$ cat src/rtl/regfile_rename_pkg.sv
// rtl/regfile_rename_pkg.sv - shared widths and constants for the rename register file
package regfile_rename_pkg;

    localparam int REG_W  = 5;
    localparam int ROB_W  = 5;
    localparam int INST_W = 32;

    // The ROB also treats index 0 as "unused", so tag 0 means no producer.
    localparam logic [ROB_W-1:0]  ROB_TAG_NONE = '0;
    localparam logic [INST_W-1:0] NULL_VALUE   = '0;
    localparam logic              BUSY         = 1'b1;
    localparam logic              IDLE         = 1'b0;

endpackage

$ cat src/rtl/regfile_rename_read_port.sv
// rtl/regfile_rename_read_port.sv - one operand lookup: x0, busy and optional commit bypass (REGFILE_COMMIT_BYPASS_EN)
module regfile_read_port
    import regfile_rename_pkg::*;
(
    input  logic [REG_W-1:0]  rs,
    input  logic              reg_busy,
    input  logic [ROB_W-1:0]  reg_tag,
    input  logic [INST_W-1:0] reg_value,
`ifdef REGFILE_COMMIT_BYPASS_EN
    input  logic              commit_en,
    input  logic [REG_W-1:0]  commit_reg,
    input  logic [ROB_W-1:0]  commit_dest,
    input  logic [INST_W-1:0] commit_value,
`endif
    output logic              busy,
    output logic [ROB_W-1:0]  tag,
    output logic [INST_W-1:0] data
);

    always_comb begin
        busy = IDLE;
        tag  = ROB_TAG_NONE;
        data = NULL_VALUE;
        if (rs != '0) begin
            if (reg_busy) begin
                busy = BUSY;
                tag  = reg_tag;
                data = NULL_VALUE;
`ifdef REGFILE_COMMIT_BYPASS_EN
                // The producer is retiring this very cycle: hand its value over now.
                if (commit_en && commit_reg == rs && commit_dest == reg_tag) begin
                    busy = IDLE;
                    tag  = ROB_TAG_NONE;
                    data = commit_value;
                end
`endif
            end else begin
                data = reg_value;
            end
        end
    end

endmodule

$ cat src/rtl/regfile_rename.sv
// rtl/regfile_rename.sv - architectural register file with ROB rename tags (option: REGFILE_COMMIT_BYPASS_EN)
module regfile_rename
    import regfile_rename_pkg::*;
#(
    parameter int REG_NUM = 32
) (
    input  logic              clk_in,
    input  logic              rst_in,
    input  logic              rdy_in,
    input  logic              flush_in,
    input  logic              dispatcher_en_in,
    input  logic [REG_W-1:0]  dispatcher_rd_in,
    input  logic [ROB_W-1:0]  dispatcher_dest_in,
    input  logic [REG_W-1:0]  dispatcher_rs1_in,
    input  logic [REG_W-1:0]  dispatcher_rs2_in,
    output logic              dispatcher_rs1_busy_out,
    output logic [ROB_W-1:0]  dispatcher_rs1_tag_out,
    output logic [INST_W-1:0] dispatcher_rs1_data_out,
    output logic              dispatcher_rs2_busy_out,
    output logic [ROB_W-1:0]  dispatcher_rs2_tag_out,
    output logic [INST_W-1:0] dispatcher_rs2_data_out,
    input  logic              rob_commit_en_in,
    input  logic [REG_W-1:0]  rob_commit_reg_pos_in,
    input  logic [ROB_W-1:0]  rob_commit_dest_in,
    input  logic [INST_W-1:0] rob_commit_value_in
);

    logic [INST_W-1:0] value_q [REG_NUM];
    logic              busy_q  [REG_NUM];
    logic [ROB_W-1:0]  tag_q   [REG_NUM];

    // Later assignments win: flush beats commit-clear, dispatch beats commit-clear.
    always_ff @(posedge clk_in or negedge rst_in) begin
        if (!rst_in) begin
            for (int i = 0; i < REG_NUM; i++) begin
                value_q[i] <= '0;
                busy_q[i]  <= IDLE;
                tag_q[i]   <= ROB_TAG_NONE;
            end
        end else if (rdy_in) begin
            if (rob_commit_en_in && rob_commit_reg_pos_in != '0) begin
                value_q[rob_commit_reg_pos_in] <= rob_commit_value_in;
                if (tag_q[rob_commit_reg_pos_in] == rob_commit_dest_in) begin
                    busy_q[rob_commit_reg_pos_in] <= IDLE;
                    tag_q[rob_commit_reg_pos_in]  <= ROB_TAG_NONE;
                end
            end
            if (flush_in) begin
                for (int i = 0; i < REG_NUM; i++) begin
                    busy_q[i] <= IDLE;
                    tag_q[i]  <= ROB_TAG_NONE;
                end
            end else if (dispatcher_en_in && dispatcher_rd_in != '0) begin
                busy_q[dispatcher_rd_in] <= BUSY;
                tag_q[dispatcher_rd_in]  <= dispatcher_dest_in;
            end
        end
    end

    regfile_read_port u_rs1 (
        .rs           (dispatcher_rs1_in),
        .reg_busy     (busy_q[dispatcher_rs1_in]),
        .reg_tag      (tag_q[dispatcher_rs1_in]),
        .reg_value    (value_q[dispatcher_rs1_in]),
`ifdef REGFILE_COMMIT_BYPASS_EN
        .commit_en    (rob_commit_en_in),
        .commit_reg   (rob_commit_reg_pos_in),
        .commit_dest  (rob_commit_dest_in),
        .commit_value (rob_commit_value_in),
`endif
        .busy         (dispatcher_rs1_busy_out),
        .tag          (dispatcher_rs1_tag_out),
        .data         (dispatcher_rs1_data_out)
    );

    regfile_read_port u_rs2 (
        .rs           (dispatcher_rs2_in),
        .reg_busy     (busy_q[dispatcher_rs2_in]),
        .reg_tag      (tag_q[dispatcher_rs2_in]),
        .reg_value    (value_q[dispatcher_rs2_in]),
`ifdef REGFILE_COMMIT_BYPASS_EN
        .commit_en    (rob_commit_en_in),
        .commit_reg   (rob_commit_reg_pos_in),
        .commit_dest  (rob_commit_dest_in),
        .commit_value (rob_commit_value_in),
`endif
        .busy         (dispatcher_rs2_busy_out),
        .tag          (dispatcher_rs2_tag_out),
        .data         (dispatcher_rs2_data_out)
    );

endmodule

$ cat config.mk
export PLATFORM = sky130hd
export DESIGN_NAME = regfile_rename
export DESIGN_NICKNAME = d
export VERILOG_FILES = /design/src/rtl/regfile_rename_pkg.sv /design/src/rtl/regfile_rename_read_port.sv /design/src/rtl/regfile_rename.sv
export SDC_FILE = /design/constraint.sdc
export NUM_CORES = 2
export LEC_CHECK = 0
export ABC_AREA = 0
export ABC_CLOCK_PERIOD_IN_PS = 6600
export CORE_UTILIZATION = 45
export CTS_CLUSTER_SIZE = 10
export DETAILED_ROUTE_END_ITERATION = 10
export PLACE_DENSITY_LB_ADDON = 0.15
export SETUP_SLACK_MARGIN = 0.05
export SYNTH_ARGS = -nofsm -noshare
export SYNTH_HDL_FRONTEND = slang
export SYNTH_HIERARCHICAL = 1
export SYNTH_SLANG_ARGS = --single-unit
$ cat constraint.sdc
create_clock -name clk_in -period 6.6 [get_ports clk_in]
set_input_delay 0.66 -clock clk_in [delete_from_list [all_inputs] [get_ports clk_in]]
set_output_delay 0.66 -clock clk_in [all_outputs]
set_load 0.02 [all_outputs]
==> results.json <==
{
  "ant_nets": 0,
  "yosysWarnings": 6,
  "async_flop_share": 1.00,
  "synth_top_family_by_area": "multiplexers",
  "fin_util": 0.503,
  "hold_path_class": "flop to flop",
  "synth-xor-area-share": 0.000126,
  "syn-num-nets": 4834,
  "worst_pin_slew_ps": 1280,
  "finalSetupTns_ps": 0,
  "cp.buffers_inverters": 3,
  "end_kind": "output port",
  "place_congestion": 0.874,
  "wire_per_inst_um": 32.9,
  "cts_buffer_depth": 3,
  "overflow": 0,
  "fin_ws_ps": 1400,
  "via_per_inst": 6.63,
  "cts_tree": "yes",
  "critPathRequiredTime_ps": 5940,
  "syn_inst": 4766,
  "root_buffer": "clkbuf_16",
  "dp_cells": 6482,
  "reg2reg_from": "tag_q[101]$_DFFE_PN0P_",
  "worstPathArrival_ps": 4540,
  "min_from": "value_q[1008]$_DFFE_PN0P_",
  "clk_latency_ps": 780,
  "crit_type": "input port to output port",
  "clk_transition_reported_paths_ps": 50,
  "final.period_utilization": 0.788,
  "maxSlewViolCount": 0,
  "finish.instance_area_um2": 76600,
  "crit_top_cell": "mux4_2",
  "yosysMostFrequentCell": "dfrtp_1",
  "die_area_um2": 156000,
  "ff2ff_setup_slack_ps": 2400,
  "synth.avg_cell_area_um2": 14.6,
  "synthDominantCellAreaShare": 0.439,
  "cts_buffers": 147,
  "post_cts_buffers": 0,
  "status": "finished, final reports clean",
  "dieWidth_um": 395,
  "yosys-top-cells-count": "dfrtp_1 (1216), mux2_2 (1068), mux4_2 (784), clkbuf_1 (374), a21oi_1 (217)",
  "synth_edf_count": 0,
  "rsz0062_at_grt": "false",
  "grtUsageTotal": 0.286,
  "hold_violations": 0,
  "place_ws_ps": 1350,
  "ios": 144,
  "hold_slack_ps": 392,
  "synthMuxAreaShare": 0.432,
  "cp_top_family": "buffers and inverters",
  "synthAdderAreaFrac": 0,
  "area_growth_pct": 10.4,
  "synthDistinctLibCells": 49,
  "startpoint": "dispatcher_rs1_in[0]",
  "met1_length_mm": 95.7,
  "cpPeakStageDelay_ps": 640,
  "first_pass_iters": 6,
  "grt_max_degree": 148,
  "placed_cell_area_um2": 72300,
  "port_buffers": 143,
  "fin_crit_ps": 5200,
  "drv_cap": 0,
  "wl_met2_mm": 101,
  "grt_pass1_wl_mm": 327,
  "drtIter0Drc": 4091,
  "wl_met3_mm": 16.2,
  "yosysTopAreaCell": "dfrtp_1",
  "start_util": 0.455,
  "max_slew_margin": 0.147,
  "clock-sinks": 1216,
  "cts.htree.levels": 4,
  "worstPathCellList": "buf_8, mux4_2, mux4_2, mux2_2, buf_4, nand2b_1, a21oi_2, clkdlybuf4s50_1",
  "synthFlopType": "dfrtp_1",
  "fin_cells": 6699,
  "synth_area_um2": 69400,
  "power_density_nw_per_um2": 273,
  "grt_pass1_vias": 45500,
  "critPathMaxFanout": 67,
  "slowest_stage": "buf_8",
  "finalNetCount": 4670,
  "post_cts_resized": 0,
  "holdBufCountCts": 1,
  "die_h_um": 395,
  "hpwlAfterDp_mm": 123,
  "ys_ff_latch": 1216,
  "setup_viol": 0,
  "ir_drop_mv": 0.214,
  "total_leakage_power_nw": 32.0,
  "wirelength_mm": 220,
  "worstSetupStartpointType": "input port",
  "yosysSeqAreaShare": 0.439,
  "vias": 44400,
  "fp.coreArea_um2": 152000,
  "fin_skew_ps": 23.5,
  "route.detailed.drc": 0,
  "synth_compound_area_frac": 0.0364,
  "drive_gt1_frac": 0.481,
  "top_layer": "met5",
  "synth_area_leaders": "dfrtp_1 (44%), mux4_2 (25%), mux2_2 (17%)",
  "antenna_found_initial": 6,
  "synth-simple-area-share": 0.0590,
  "total_power_mw": 21.0,
  "fmax_mhz": 192,
  "rows": 143
}
[kinds of logic (layout without fill, tap and decap cells)]
kind of cell	Yosys count	after routing
compound gates	450	450
xor+xnor	1	1
buf+inv	558	460
flops	1216	1216
mux	1884	1884
other cells	0	1
simple gates	657	657
[worst paths after layout]
path / endpoint / cells past startpoint
max: dispatcher_rs1_data_out[26] / 8
min: value_q[1008]$_DFFE_PN0P_ / 0
max reg2reg: busy_q[29]$_DFFE_PN0P_ / 8
min reg2reg: value_q[1008]$_DFFE_PN0P_ / 0
max in group asynchronous: value_q[526]$_DFFE_PN0P_ / 3
min in group asynchronous: value_q[505]$_DFFE_PN0P_ / 2
[per-layer routing]
layer  vias up  global-route usage
met2      1721               0.435
met4         8              0.0873
met1     24300               0.417
met3       365              0.0557
met5         -                   0
li1      18000                   -
[cell type report]
type	instances	area [um2]
Fill cell	12800	75800
Multi-Input combinational cell	2992	36900
Tap cell	2030	2540
Timing Repair Buffer	239	2430
Clock inverter	14	178
Antenna cell	1	2.50
Sequential cell	1216	30400
Clock buffer	201	4130
Inverter	6	26.3
[power breakdown]
group	internal, mW	total [mW]	switching [mW]	leakage (nW)
clock network	4.36	7.54	3.18	2.11
logic	2.32	4.13	1.80	13.6
registers	8.45	9.28	0.830	16.3
[state kept, by name, indices dropped and copies added (netlist names)]
| signal | count |
|---|---|
| value_q | 1024 |
| tag_q | 160 |
| busy_q | 32 |
[cells in the final DEF (no fill, tap or decap), types with 21 or more instances in the layout]
master	count
nor2_4	24
nand3b_1	158
o21ai_0	88
mux2_2	1068
buf_12	21
clkbuf_1	36
clkdlybuf4s50_1	129
o221ai_1	30
mux2i_1	32
mux4_2	784
clkbuf_16	153
o21ai_1	67
nand2_1	91
nor2_1	188
buf_4	79
dfrtp_1	1216
nand2b_1	104
a21oi_1	217
Power figures use the tool's default switching activity.
